**src/rtl/pci_intr_ctrl.sv**
```systemverilog
// Multi-source interrupt controller driving the PCI core INT_N pin, configured over AXI4-Lite.
// Defining PCI_INTR_COALESCE_EN builds the HOLDOFF register (0x10) and the coalescing counter.
module pci_intr_ctrl #(
    parameter int NUM_SRC     = 8,
    parameter int SYNC_STAGES = 2,
    parameter int ADDR_BITS   = 8
) (
    input  logic                 aclk,
    input  logic                 aresetn,
    input  logic [NUM_SRC-1:0]   src_irq,
    output logic                 intr_n,
    input  logic [ADDR_BITS-1:0] s_awaddr,
    input  logic                 s_awvalid,
    output logic                 s_awready,
    input  logic [31:0]          s_wdata,
    input  logic [3:0]           s_wstrb,
    input  logic                 s_wvalid,
    output logic                 s_wready,
    output logic [1:0]           s_bresp,
    output logic                 s_bvalid,
    input  logic                 s_bready,
    input  logic [ADDR_BITS-1:0] s_araddr,
    input  logic                 s_arvalid,
    output logic                 s_arready,
    output logic [31:0]          s_rdata,
    output logic [1:0]           s_rresp,
    output logic                 s_rvalid,
    input  logic                 s_rready
);
    localparam int WI = ADDR_BITS - 2;
    localparam logic [WI-1:0] A_PENDING = WI'(0);
    localparam logic [WI-1:0] A_MASK    = WI'(1);
    localparam logic [WI-1:0] A_MODE    = WI'(2);
    localparam logic [WI-1:0] A_ACTIVE  = WI'(3);
    localparam logic [WI-1:0] A_HOLDOFF = WI'(4);

    function automatic logic [31:0] zext(input logic [NUM_SRC-1:0] v);
        logic [31:0] r;
        r = 32'h0000_0000;
        r[NUM_SRC-1:0] = v;
        return r;
    endfunction

    logic [NUM_SRC-1:0] sync_r [SYNC_STAGES];
    logic [NUM_SRC-1:0] prev_r, evt_r, lvl_r;
    logic [NUM_SRC-1:0] pending_r, mask_r, mode_r;
    logic [NUM_SRC-1:0] pending_n_s, mask_n_s, mode_n_s, w1c_s, active_s, bm_s, wv_s;
    logic [31:0]        bmask32_s, wbits_s, rd_data_s, rdata_r;
    logic [WI-1:0]      awidx_s, aridx_s;
    logic               en_r, bvalid_r, rvalid_r, intr_r, intr_req_s;
    logic               wr_acc_s, rd_acc_s, wr_map_s, rd_err_s;
    logic [1:0]         bresp_r, rresp_r;
    logic               unused_s;

    assign awidx_s   = s_awaddr[ADDR_BITS-1:2];
    assign aridx_s   = s_araddr[ADDR_BITS-1:2];
    assign bmask32_s = {{8{s_wstrb[3]}}, {8{s_wstrb[2]}}, {8{s_wstrb[1]}}, {8{s_wstrb[0]}}};
    assign wbits_s   = s_wdata & bmask32_s;
    assign bm_s      = bmask32_s[NUM_SRC-1:0];
    assign wv_s      = wbits_s[NUM_SRC-1:0];
    assign wr_acc_s  = en_r & s_awvalid & s_wvalid & ~bvalid_r;
    assign rd_acc_s  = en_r & s_arvalid & ~rvalid_r;
    assign active_s  = pending_r & mask_r;
    assign unused_s  = ^{s_awaddr[1:0], s_araddr[1:0], wbits_s};

    assign s_awready = wr_acc_s;
    assign s_wready  = wr_acc_s;
    assign s_arready = rd_acc_s;
    assign s_bvalid  = bvalid_r;
    assign s_bresp   = bresp_r;
    assign s_rvalid  = rvalid_r;
    assign s_rdata   = rdata_r;
    assign s_rresp   = rresp_r;
    assign intr_n    = intr_r;

    // Source synchroniser and detect stage; edge and level both pass one registered stage so their latency matches.
    always_ff @(posedge aclk or negedge aresetn) begin
        if (!aresetn) begin
            for (int s = 0; s < SYNC_STAGES; s++) sync_r[s] <= {NUM_SRC{1'b0}};
            prev_r <= {NUM_SRC{1'b0}};
            evt_r  <= {NUM_SRC{1'b0}};
            lvl_r  <= {NUM_SRC{1'b0}};
        end else begin
            sync_r[0] <= src_irq;
            for (int s = 1; s < SYNC_STAGES; s++) sync_r[s] <= sync_r[s-1];
            prev_r <= sync_r[SYNC_STAGES-1];
            evt_r  <= sync_r[SYNC_STAGES-1] & ~prev_r;
            lvl_r  <= sync_r[SYNC_STAGES-1];
        end
    end

    // Register write decode and next-state for PENDING/MASK/MODE; a same-cycle edge beats W1C.
    always_comb begin
        mask_n_s = mask_r;
        mode_n_s = mode_r;
        w1c_s    = {NUM_SRC{1'b0}};
        wr_map_s = 1'b0;
        case (awidx_s)
            A_PENDING, A_MASK, A_MODE, A_ACTIVE, A_HOLDOFF: wr_map_s = 1'b1;
            default:                                        wr_map_s = 1'b0;
        endcase
        if (wr_acc_s) begin
            case (awidx_s)
                A_PENDING: w1c_s    = wv_s;
                A_MASK:    mask_n_s = (mask_r & ~bm_s) | wv_s;
                A_MODE:    mode_n_s = (mode_r & ~bm_s) | wv_s;
                default:   w1c_s    = {NUM_SRC{1'b0}};
            endcase
        end else begin
            w1c_s = {NUM_SRC{1'b0}};
        end
        pending_n_s = (mode_r & ((pending_r & ~w1c_s) | evt_r)) | (~mode_r & lvl_r);
    end

    // Status and control registers.
    always_ff @(posedge aclk or negedge aresetn) begin
        if (!aresetn) begin
            pending_r <= {NUM_SRC{1'b0}};
            mask_r    <= {NUM_SRC{1'b0}};
            mode_r    <= {NUM_SRC{1'b0}};
        end else begin
            pending_r <= pending_n_s;
            mask_r    <= mask_n_s;
            mode_r    <= mode_n_s;
        end
    end

`ifdef PCI_INTR_COALESCE_EN
    logic [15:0] holdoff_r, cnt_r;

    // HOLDOFF register and the saturating count of cycles ACTIVE has been non-zero.
    always_ff @(posedge aclk or negedge aresetn) begin
        if (!aresetn) begin
            holdoff_r <= 16'h0000;
            cnt_r     <= 16'h0000;
        end else begin
            if (wr_acc_s && (awidx_s == A_HOLDOFF)) begin
                holdoff_r <= (holdoff_r & ~bmask32_s[15:0]) | wbits_s[15:0];
            end
            if (active_s == {NUM_SRC{1'b0}}) begin
                cnt_r <= 16'h0000;
            end else if (cnt_r != 16'hFFFF) begin
                cnt_r <= cnt_r + 16'h0001;
            end
        end
    end

    assign intr_req_s = (|active_s) && (cnt_r >= holdoff_r);
`else
    assign intr_req_s = |active_s;
`endif

    // Read data mux; values are those before any write committing in the same cycle.
    always_comb begin
        rd_data_s = 32'h0000_0000;
        rd_err_s  = 1'b0;
        case (aridx_s)
            A_PENDING: rd_data_s = zext(pending_r);
            A_MASK:    rd_data_s = zext(mask_r);
            A_MODE:    rd_data_s = zext(mode_r);
            A_ACTIVE:  rd_data_s = zext(active_s);
`ifdef PCI_INTR_COALESCE_EN
            A_HOLDOFF: rd_data_s = {16'h0000, holdoff_r};
`else
            A_HOLDOFF: rd_data_s = 32'h0000_0000;
`endif
            default:   rd_err_s  = 1'b1;
        endcase
    end

    // AXI4-Lite response channels, output enable after reset, and the registered interrupt pin.
    always_ff @(posedge aclk or negedge aresetn) begin
        if (!aresetn) begin
            en_r     <= 1'b0;
            bvalid_r <= 1'b0;
            bresp_r  <= 2'b00;
            rvalid_r <= 1'b0;
            rdata_r  <= 32'h0000_0000;
            rresp_r  <= 2'b00;
            intr_r   <= 1'b1;
        end else begin
            en_r   <= 1'b1;
            intr_r <= ~intr_req_s;
            if (wr_acc_s) begin
                bvalid_r <= 1'b1;
                bresp_r  <= wr_map_s ? 2'b00 : 2'b10;
            end else if (bvalid_r && s_bready) begin
                bvalid_r <= 1'b0;
            end
            if (rd_acc_s) begin
                rvalid_r <= 1'b1;
                rdata_r  <= rd_data_s;
                rresp_r  <= rd_err_s ? 2'b10 : 2'b00;
            end else if (rvalid_r && s_rready) begin
                rvalid_r <= 1'b0;
            end
        end
    end
endmodule
```
**config.mk**
```make
export PLATFORM = sky130hd
export DESIGN_NAME = pci_intr_ctrl
export DESIGN_NICKNAME = d
export VERILOG_FILES = /design/src/rtl/pci_intr_ctrl.sv
export SDC_FILE = /design/constraint.sdc
export NUM_CORES = 1
export LEC_CHECK = 0
export ABC_AREA = 1
export CAP_MARGIN = 10
export CORE_ASPECT_RATIO = 0.8
export CORE_MARGIN = 4
export CORE_UTILIZATION = 45
export DETAILED_ROUTE_END_ITERATION = 16
export GPL_TIMING_DRIVEN = 1
export MAX_ROUTING_LAYER = met4
export PLACE_DENSITY = 0.8
export SETUP_SLACK_MARGIN = 0.02
export SLEW_MARGIN = 20
export SYNTH_ARGS = -nofsm -noshare
export SYNTH_HDL_FRONTEND = slang
export SYNTH_SLANG_ARGS = --single-unit
```
**constraint.sdc**
```tcl
create_clock -name aclk -period 1.25 [get_ports aclk]
set_input_delay 0.25 -clock aclk [delete_from_list [all_inputs] [get_ports aclk]]
set_output_delay 0.25 -clock aclk [all_outputs]
set_load 0.005 [all_outputs]
```
# Word level (Yosys, flattened, before mapping)
# Index checks and enable logic that the tools add are counted.
# totals
inputBits	67
regBits	96
# classes
n_eq_ne	8
n_mux	10
n_bitwise	24
reduce_logical	11
# ops
operator	count
8-bit AND	8
8-bit NOT	4
8-bit bitwise OR	4
8-bit one-hot mux with 4 select lines	1
6-bit by 2-bit == test with 1-bit output, second input constant	4
8-bit two-way mux	2
6-bit by 1-bit == test with 1-bit output, second input constant	2
6-bit by 3-bit == test with 1-bit output, second input constant	2
6-bit zero test	2
5-bit OR reduction	2
8-bit OR reduction	1
1-bit AND	5
1-bit two-way mux	5
2-bit two-way mux	2
2-bit AND reduction	2
2-bit nonzero test	2
1-bit NOT	3
1-bit logical AND	2

# Longest topological paths before layout
# depth
ltp_word	9
mapped_depth	8

# Worst setup path before layout
# OpenSTA, ideal clock, no wires.
# synth_path
kind	register to register
from	register bvalid_r (netlist: s_bvalid)
to	register with a tool-made name
path_stages_with_launch	7
period_less_slack_ns	1.116
path_slack_ns	0.134
required_time_ns	1.119
arrival_ns	0.985
path_buffers	0
setup_ns	0.131
cell_sequence	dfrtp_1 > inv_1 > nand4_1 > inv_1 > nand3_2 > nand2_1 > o21ai_0
# synth_rtl
item	line_no	text
start: declaration	50	logic en_r, bvalid_r, rvalid_r, intr_r, intr_req_s;
start signal: assignment	175	bvalid_r <= 1'b0;
start signal: assignment	185	bvalid_r <= 1'b1;
start signal: assignment	188	bvalid_r <= 1'b0;

# Final worst setup path
# layout_path
from	register bvalid_r (netlist: s_bvalid)
to	output s_awready
# layout_via
elab_chain_cells	2
# layout_rtl
item	line_no	text
1-bit NOT	61	assign wr_acc_s = en_r & s_awvalid & s_wvalid & ~bvalid_r;
1-bit AND	61	
end: declaration	14	output logic s_awready,
# No other way between the ends.

==> key figures <==
Power and ir drop
  – Maximum vdd ir drop: 0.8076 mV
  – PnR Total Power: 4.636 mW
  – Power density over cell area: 1137 mW/mm^2
  – Leakage power: 1.972 nW

Hold path
  – Min-Delay Path Class: input pin to register
  – Worst Hold Path Cells: 1

Critical path
  – Nature of the critical path startpoint: register
  – Worst setup EP type: output port
  – Data required, critical path: 1.00 ns
  – Crit Path Class: register to output port
  – Maximum fanout count along the critical path: 2
  – Cell depth of the worst flop-to-flop path: 8
  – Arrival time reported for the critical path endpoint: 1.17 ns

Detailed routing
  – Post-Route WL: 7267 um
  – Average wire per standard cell: 13.41 um
  – Post-detailed-route DRC marker count: 0
  – Number of violations reported at the end of detailed-routing iteration 0: 147
  – Vias per cell: 4.712
  – Via Count: 2554
  – Antenna Violating Nets Remaining: 0
  – First-pass detailed-route iteration total: 4

GRT
  – Total congestion overflow: 0
  – Wire length of the first global-routing pass: 11780 um
  – Vias in the first global route: 2528
  – GRT Util Overall: 0.1924
  – Antenna violations before repair: 0
  – Maximum number of pins on one net before global-route repair: 71

Placement
  – Worst setup slack before clock tree synthesis: -0.5136 ns
  – Placed cells: 513
  – Cell area after placement: 0.003724 sq mm
  – Buffers added on ports: 51
  – Detailed Place HPWL: 4874 um
  – Placer's final routability congestion estimate: 0.8582

Timing
  – Unrepaired setup endpoints after global routing: true
  – Final number of hold-violating endpoints: 0
  – Post-Route Skew: 0.008220 ns
  – Setup ws final: -0.1703 ns
  – Finish-stage setup viols: 19
  – Aggregate negative setup slack: -1.355 ns
  – Fmax: 0.7041 GHz
  – Share of the clock period used by the worst path after layout: 1.136
  – Post-route worst hold slack: 0.3392 ns
  – Final slew viol count: 0
  – Post-route minimum period: 1.420 ns

Layout
  – Area growth from synthesis to layout: 30.66%
  – End-of-flow core utilization: 0.6207
  – Number of diodes: 0
  – Number of nets in the final layout: 520
  – Summed area of non-filler cells in the final layout: 0.004079 sq mm
  – Share of layout cells above drive strength 1: 0.1769
  – Final std cells w/o fill: 542

Run status
  – Result of the run: finished with violations
  – Failing checks: setup timing

Die
  – Starting utilization of the core area: 0.4751
  – Area of the die: 0.008342 sq mm
  – Die Y: 82.50 um
  – Die X: 101.1 um
  – Number of top-level pins: 109
  – Num rows: 26
  – CORE AREA: 0.006571 sq mm

Clock tree
  – Number of H-tree branching levels: 3
  – Inserted Clock Buffers: 9
  – Clock Latency Late Sink: 0.35 ns
  – Longest Clk Path Bufs: 2
  – Root Driver: clkbuf_8
  – Clock tree from TritonCTS: built
  – CTS Sinks: 70
  – Clock-pin slew on the worst setup and hold paths: 0.07 ns

Logic synthesis
  – Post-synthesis cell type count: 20
  – Synth area leaders: dfrtp_1, nor2_1, nand2_1
  – Area share of the largest cell type after synthesis: 0.5531
  – Area leader, netlist: dfrtp_1
  – Synthesized area divided by synthesized cell count: 8.414 sq um
  – Register area share after synthesis: 0.5615
  – Flop and latch count out of synthesis: 70
  – Post-synthesis cell count: 371
  – YS warnings: 0
  – Cell area after synthesis: 0.003122 sq mm

Flow run
  – MaxCap Viol Count: 0
where the power goes:
group / total [mW] / switching (mW) / internal, mW
Clock: 1.71 / 0.833 / 0.877
Combinational: 0.503 / 0.251 / 0.252
Sequential: 2.42 / 0.0561 / 2.37
logic make-up after synthesis:
family,after synthesis,share of synthesized area
flops,70,0.5615
other cells,2,0.002406
buf+inv,78,0.1275
compound gates,28,0.04529
simple gates,193,0.2633
critical path: stages, from the launching register on:
cell and delay [ns]:
dfrtp_1 0.38, inv_2 0.06, nand4_1 0.11, inv_2 0.09, buf_6 0.11, buf_6 0.09
cell usage after synthesis:
cell / n
conb_1: 2
o21ai_1: 6
buf_2: 3
a31oi_1: 1
nand4_1: 5
nor3_1: 1
nand3b_4: 1
nor2_4: 3
nor2_1: 89
dfstp_2: 1
a21oi_1: 8
nor2_2: 2
dfrtp_1: 69
nand2_1: 84
inv_1: 47
nand3_2: 6
clkinv_1: 1
nand3_1: 2
o21ai_0: 13
buf_4: 27
timing repair:
item | 4_1_cts | 5_1_grt
endpoints found under the setup margin | 46 | 46
gates cloned | 0 | 0
hold buffers | 1 | 0
endpoints found under the hold margin | 69 | 0
buffers inserted | 8 | 4
pin swaps | 11 | 3
resized for setup | 71 | 17
worst paths after layout:
kind                                 startpoint              endpoint  slack (ns)
max                        s_bvalid$_DFFE_PN0P_             s_awready       -0.17
min                                  src_irq[7]  sync_r[15]$_DFF_PN0_        0.34
max reg2reg                s_bvalid$_DFFE_PN0P_              register       -0.11
min reg2reg                sync_r[14]$_DFF_PN0_   sync_r[6]$_DFF_PN0_        0.35
max in group asynchronous               aresetn      intr_n$_DFF_PN1_        0.47
min in group asynchronous               aresetn  sync_r[14]$_DFF_PN0_        0.45
cell usage in the layout (no fill, tap or decap), types with 7 or more instances in the layout:
| cell | count |
|---|---|
| nand2_2 | 8 |
| nor2_2 | 7 |
| buf_4 | 19 |
| dfrtp_1 | 69 |
| dlygate4sd2_1 | 7 |
| inv_1 | 45 |
| a21oi_1 | 8 |
| o21ai_1 | 9 |
| nor2_1 | 82 |
| conb_1 | 27 |
| nand2_1 | 76 |
| clkbuf_8 | 12 |
| clkdlybuf4s50_1 | 28 |
| o21ai_0 | 10 |
metal layers:
| layer | up-vias | track usage | wire (um) |
|---|---|---|---|
| met3 | 6 | 0.07053 | 579 |
| met2 | 95 | 0.3029 | 3603 |
| li1 | 1236 | - | - |
| met1 | 1217 | 0.2301 | 3033 |
| met5 | - | - | 0 |
| met4 | 0 | 0.06773 | 50 |
final cells by class:
type / instances / area [sq um]
multi-input combinational: 248 / 1155
clock inverter: 3 / 17.52
sequential: 70 / 1753
inverter: 48 / 182.7
fill: 547 / 2492
tap: 84 / 105.1
clock buffer: 13 / 168.9
timing repair buffer: 76 / 696.9
No activity file was read; power rests on OpenSTA's default activity.
